$ cat config.mk
export PLATFORM = sky130hd
export DESIGN_NAME = fetch_stream_loader
export DESIGN_NICKNAME = d
export VERILOG_FILES = /design/src/rtl/fetch_stream_loader.sv
export SDC_FILE = /design/constraint.sdc
export NUM_CORES = 2
export LEC_CHECK = 0
export BUFFER_PORTS_ARGS = -buffer_cell sky130_fd_sc_hd__clkbuf_2
export CORE_AREA = 3 3 415 417
export DETAILED_ROUTE_END_ITERATION = 10
export DIE_AREA = 0 0 418 420
export GPL_TIMING_DRIVEN = 1
export PLACE_DENSITY = 0.74
export SETUP_SLACK_MARGIN = 0.3
export SYNTH_ARGS = -nofsm -noshare
export SYNTH_HDL_FRONTEND = slang
export SYNTH_SLANG_ARGS = --single-unit
$ cat constraint.sdc
create_clock -name S_AXIS_ACLK -period 4.5 [get_ports S_AXIS_ACLK]
set_clock_uncertainty 0.1 [all_clocks]
set_input_delay 0.45 -clock S_AXIS_ACLK [delete_from_list [all_inputs] [get_ports S_AXIS_ACLK]]
set_output_delay 0.45 -clock S_AXIS_ACLK [all_outputs]
set_load 0.01 [all_outputs]
$ cat src/rtl/fetch_stream_loader.sv
// fetch_stream_loader: AXI4-Stream sink that packs stream beats into operand
// frames for the SIMD core. Two banks ping-pong, so one frame can be filled
// while the other is being presented. Frames of the wrong length are flagged
// with one-cycle error pulses.
module fetch_stream_loader #(
    parameter int MATRIX_SIZE          = 4,
    parameter int W_IN                 = 8,
    parameter int NUM_OPERANDS         = 8,
    parameter int C_S_AXIS_TDATA_WIDTH = 32
) (
    input  logic                                               S_AXIS_ACLK,
    input  logic                                               S_AXIS_ARESETN,
    input  logic [C_S_AXIS_TDATA_WIDTH-1:0]                    S_AXIS_TDATA,
    input  logic [C_S_AXIS_TDATA_WIDTH/8-1:0]                  S_AXIS_TSTRB,
    input  logic                                               S_AXIS_TLAST,
    input  logic                                               S_AXIS_TVALID,
    output logic                                               S_AXIS_TREADY,
    output logic [NUM_OPERANDS*MATRIX_SIZE*MATRIX_SIZE*W_IN-1:0] data_out,
    output logic                                               frame_valid,
    input  logic                                               frame_ready,
    output logic                                               err_short,
    output logic                                               err_long
);

    localparam int TW          = C_S_AXIS_TDATA_WIDTH;
    localparam int STRB_W      = TW / 8;
    localparam int EPB         = TW / W_IN;
    localparam int FRAME_ELEMS = NUM_OPERANDS * MATRIX_SIZE * MATRIX_SIZE;
    localparam int BEATS       = FRAME_ELEMS / EPB;
    localparam int CNT_W       = (BEATS > 1) ? $clog2(BEATS) : 1;

    localparam logic [CNT_W-1:0] LAST_BEAT = CNT_W'(BEATS - 1);

    localparam logic ST_FILL  = 1'b0;
    localparam logic ST_DRAIN = 1'b1;

    // Zero every byte whose strobe bit is clear; lanes are then unpacked
    // directly because lane j of beat b lands at element b*EPB+j, which is
    // the same bit position as the beat word within the frame.
    function automatic logic [TW-1:0] apply_strobe(input logic [TW-1:0] d,
                                                   input logic [STRB_W-1:0] s);
        logic [TW-1:0] r;
        r = '0;
        for (int i = 0; i < STRB_W; i++) begin
            r[i*8 +: 8] = s[i] ? d[i*8 +: 8] : 8'h00;
        end
        return r;
    endfunction

    logic             state;
    logic [CNT_W-1:0] cnt;
    logic             wr_bank;
    logic             rd_bank;
    logic [1:0]       full;
    logic [TW-1:0]    bank [2][BEATS];

    logic beat_fire;
    logic at_last;
    logic fill_done;
    logic release_fire;

    assign beat_fire    = S_AXIS_TVALID && S_AXIS_TREADY;
    assign at_last      = (cnt == LAST_BEAT);
    assign fill_done    = beat_fire && (state == ST_FILL) && at_last;
    assign release_fire = frame_valid && frame_ready;

    // DRAIN must keep accepting even with both banks full, otherwise an
    // overlong packet would wedge the stream.
    assign S_AXIS_TREADY = S_AXIS_ARESETN && ((state == ST_DRAIN) || !full[wr_bank]);
    assign frame_valid   = full[rd_bank];

    // Fill state machine, beat counter, bank pointers and error pulses
    always_ff @(posedge S_AXIS_ACLK or negedge S_AXIS_ARESETN) begin
        if (!S_AXIS_ARESETN) begin
            state     <= ST_FILL;
            cnt       <= '0;
            wr_bank   <= 1'b0;
            rd_bank   <= 1'b0;
            err_short <= 1'b0;
            err_long  <= 1'b0;
        end else begin
            err_short <= 1'b0;
            err_long  <= 1'b0;
            if (beat_fire) begin
                if (state == ST_FILL) begin
                    if (!at_last) begin
                        // An early TLAST abandons the partial frame in place.
                        cnt       <= S_AXIS_TLAST ? '0 : cnt + 1'b1;
                        err_short <= S_AXIS_TLAST;
                    end else begin
                        cnt     <= '0;
                        wr_bank <= ~wr_bank;
                        if (!S_AXIS_TLAST) begin
                            state <= ST_DRAIN;
                        end
                    end
                end else if (S_AXIS_TLAST) begin
                    err_long <= 1'b1;
                    state    <= ST_FILL;
                end
            end
            if (release_fire) begin
                rd_bank <= ~rd_bank;
            end
        end
    end

    // Full flags: completion sets the write bank, release clears the read
    // bank; both can happen in one cycle because they never hit the same bank.
    always_ff @(posedge S_AXIS_ACLK or negedge S_AXIS_ARESETN) begin
        if (!S_AXIS_ARESETN) begin
            full <= 2'b00;
        end else begin
            for (int i = 0; i < 2; i++) begin
                if (fill_done && (wr_bank == 1'(i))) begin
                    full[i] <= 1'b1;
                end else if (release_fire && (rd_bank == 1'(i))) begin
                    full[i] <= 1'b0;
                end
            end
        end
    end

    // Bank storage: masked beats are written at the current beat slot
    always_ff @(posedge S_AXIS_ACLK or negedge S_AXIS_ARESETN) begin
        if (!S_AXIS_ARESETN) begin
            for (int bk = 0; bk < 2; bk++) begin
                for (int b = 0; b < BEATS; b++) begin
                    bank[bk][b] <= '0;
                end
            end
        end else if (beat_fire && (state == ST_FILL)) begin
            bank[wr_bank][cnt] <= apply_strobe(S_AXIS_TDATA, S_AXIS_TSTRB);
        end
    end

    // Present the read bank as a flat element vector
    always_comb begin
        data_out = '0;
        for (int b = 0; b < BEATS; b++) begin
            data_out[b*TW +: TW] = bank[rd_bank][b];
        end
    end

endmodule

==> key figures <==
STA
  • Final Max Slew Viols: 0
  • Final Hold Violating Endpoints: 0
  • Slew of the pin with the lowest slew margin: 1.23 ns
  • Slew headroom: 17.8%
  • RSZ-0062 raised after global routing: no
  • Max Clock Freq: 269 MHz
  • Crit share post-route: 82.5%
  • Fin crit period: 3.71 ns
  • Setup TNS: 0 ns
  • Final setup fails: 0

Logic synthesis
  • Mapped cell area: 90000 um2
  • Synth Register Bits: 2060
  • Yosys top cell area share: 57.3%
  • Cells after synthesis: 5854
  • Asr flop ratio synth: 100%
  • Post-synth cell types: 46
  • Synth warn: 0
  • Sequential area share after synthesis: 57.3%
  • Syn_nets: 5900
  • Cell taking the most area after synthesis: dfrtp_1
  • Post-Syn Area per Cell: 15.4 um2
  • Synth top area cells: dfrtp_1 57%, mux2_2 37%, mux2_1 1.7%
  • Top_reg_cell synth: dfrtp_1
  • EDFF count, synth: 0

Placement
  • Post-place instance area: 97200 um2
  • Gp weighted congestion: 0.841
  • Hpwl dp: 168000 um
  • Buffers on Ports: 1068
  • DP Cell Count: 8716

Worst setup path
  • WP depth: 3
  • CP max FO: 44
  • CP Capture Type: output pin
  • Worst path arrival time: 3.16 ns
  • Crit start category: flop
  • Worst R2R Start: wr_bank
  • Slowest CP cell: dfrtp_4
  • Cell family with most CP delay: flip-flops
  • Crit path kind: reg -> out
  • Worst R2R Path Depth: 4
  • Peak per-stage delay on the critical path: 1.03 ns
  • Req. time, crit path: 3.95 ns
  • Worst Setup SP: rd_bank
  • Flop-to-flop setup slack: 1.08 ns
  • Buf/Inv on CP: 2
  • Worst-path cell chain: buf_4 > mux2_2 > clkbuf_2

Drt
  • Via count: 52565
  • DRT antenna net count: 0
  • Pre-Repair DR Iteration Count: 5
  • DR WL/cell: 28.1 um
  • Total Wirelength: 255000 um
  • DR DRC count: 0
  • Via density: 5.77
  • First DRT Iteration DRCs: 3137

Layout
  • Fill count: 12719
  • Area grow syn2layout: 15.8%
  • Fin area: 104000 um2
  • Sequential cell area: 51600 um2
  • Post-layout util: 61.7%
  • Post-route insts no fill: 9105
  • Footprint of the multi-input gates: 36200 um2
  • Layout Nets: 6758
  • Share of cells above drive strength 1: 66.5%

Pwr
  • Leakage Power: 0.0548 uW
  • Peak VDD IR: 0.374 mV
  • Clock power frac: 41.6%
  • Net Switching: 10600 uW
  • Internal: 31200 uW
  • Sequential power share: 47.4%
  • Comb pwr share: 11.0%
  • Power Density: 400 nW/um2
  • Switching Fraction: 25.3%

Clocking
  • Clk root buf: clkbuf_16
  • H-tree Lvls: 4
  • CTS tree: done
  • Clock Tree Buf Depth: 3
  • Clock Pin Slew Worst Setup and Hold Paths: 0.06 ns
  • Clk_lat worst skew: 0.83 ns
  • CTS Sinks: 2060
  • TritonCTS buffer count: 208

Global route
  • First-pass GRT wire length: 375000 um
  • Initial antenna violation count: 6
  • Gr ovfl total: 0
  • Overall Global Routing Usage: 28.9%
  • Vias in the first global route: 55208
  • Pin count of the biggest net entering global routing: 181

Floorplan
  • Cell row count: 151
  • Die area: 176000 um2
  • # IOs: 1069
  • Overall die width: 418 um
  • Starting Density: 53.2%
  • Core Area: 169000 um2
  • DIE HEIGHT: 420 um

Hold path
  • Hold Path Depth: 3
  • Min-delay src: S_AXIS_TVALID
  • Worst hold path class: in -> reg

Run status
  • Status: completed

Run
  • Max-cap viol count: 0
-- what timing repair did --
| action | in CTS | in global routing |
|---|---|---|
| hold buffers | 4 | 0 |
| gates resized for setup | 0 | 0 |
| buffers inserted | 0 | 0 |
| endpoints found under the hold margin | 329 | 0 |
-- area by class of cell --
type / count / area share [%]
antenna: 7 / 0.0168
clock buffer: 307 / 5.87
clock inverter: 71 / 0.798
inverter: 5 / 0.0180
multi-input combinational: 3231 / 34.7
sequential: 2060 / 49.5
tap: 2218 / 2.66
timing repair buffer: 1206 / 6.46
-- state kept, by name, indices dropped and copies added (netlist names) --
name,count
state,1
err_short,1
wr_bank,1
rd_bank,1
cnt,5
full,2
err_long,1
bank,2048
-- metrics by stage --
step           hold slack, ns  setup slack, ns  power (uW)
2_1_floorplan          0.0544             2.14       22400
3_3_place_gp            0.254             1.05       24600
3_5_place_dp            0.255            0.958       24700
4_1_cts                0.0389            0.702       42100
5_1_grt                 0.102            0.647       43300
6_report                0.127            0.788       41700
-- synth_stat cells (11+ instances only) --
master    instances
dfrtp_1        2060
nor3_2           15
buf_2           107
and2_1           32
clkbuf_1        332
nor3_1           15
mux2_1          137
mux2_2         2937
buf_4            60
nor3_4           20
nand3_1          11
buf_1            50
-- worst paths after layout --
check | to
worst max-delay path | data_out[742]
worst min-delay path | state
worst max register to register | bank[1047]
worst min register to register | bank[88]
max in group asynchronous | bank[1067]
min in group asynchronous | bank[933]
-- cells by family after synthesis --
logic type / count (synthesis) / synth area share, %
mux: 3078 / 38.5
flops: 2060 / 57.3
buf+inv: 563 / 2.82
simple gates: 133 / 1.22
compound gates: 14 / 0.107
fa+ha+maj: 5 / 0.0695
xor+xnor: 1 / 0.00973
-- per-layer routing --
layer | wire, um | vias up | track usage (%)
li1 | - | 22488 | -
met1 | 99200 | 28175 | 34.7
met3 | 15000 | 528 | 6.96
met4 | 17900 | 0 | 17.6
met5 | 0 | - | 0
met2 | 123000 | 1374 | 47.2
-- power by group through the flow --
| stage | sequential, uW | combinational [uW] | clock, uW |
|---|---|---|---|
| 2_1_floorplan | 20000 | 2370 | 0 |
| 3_3_place_gp | 20100 | 4530 | 0 |
| 3_5_place_dp | 20100 | 4590 | 0 |
| 4_1_cts | 19800 | 4640 | 17700 |
| 5_1_grt | 19900 | 4880 | 18500 |
| 6_report | 19800 | 4580 | 17400 |
-- placed cells by master, fill, tap and decap left out, types with 4 or more instances in the layout --
master      synthesis  routed
dfrtp_1          2060    2059
mux2_1            137     137
clkinvlp_4          0       5
or4_2               0       8
clkbuf_16           0     208
inv_16              0       4
clkbuf_1          332      45
bufinv_16           0       8
inv_1               5       5
ha_1                5       5
nor3_2             15      13
mux2_2           2937    2937
nor3_4             20      35
buf_4              60     109
nand3_2             1       9
buf_12              0      26
clkbuf_8            0      54
nand2_1             7       6
mux2i_1             4       4
clkinv_16           0       6
clkinv_2            0      39
and2_2              0      19
diode_2             0       7
clkbuf_2            0    1067
and2_4              0      13
-- worst register-to-register path: stages, from the launching register on --
cell	delay (ns)
dfrtp_1	0.59
nor4b_1	0.91
nand3_2	0.87
buf_4	0.53
mux2_2	0.30
No activity file was read; power rests on OpenSTA's default activity.
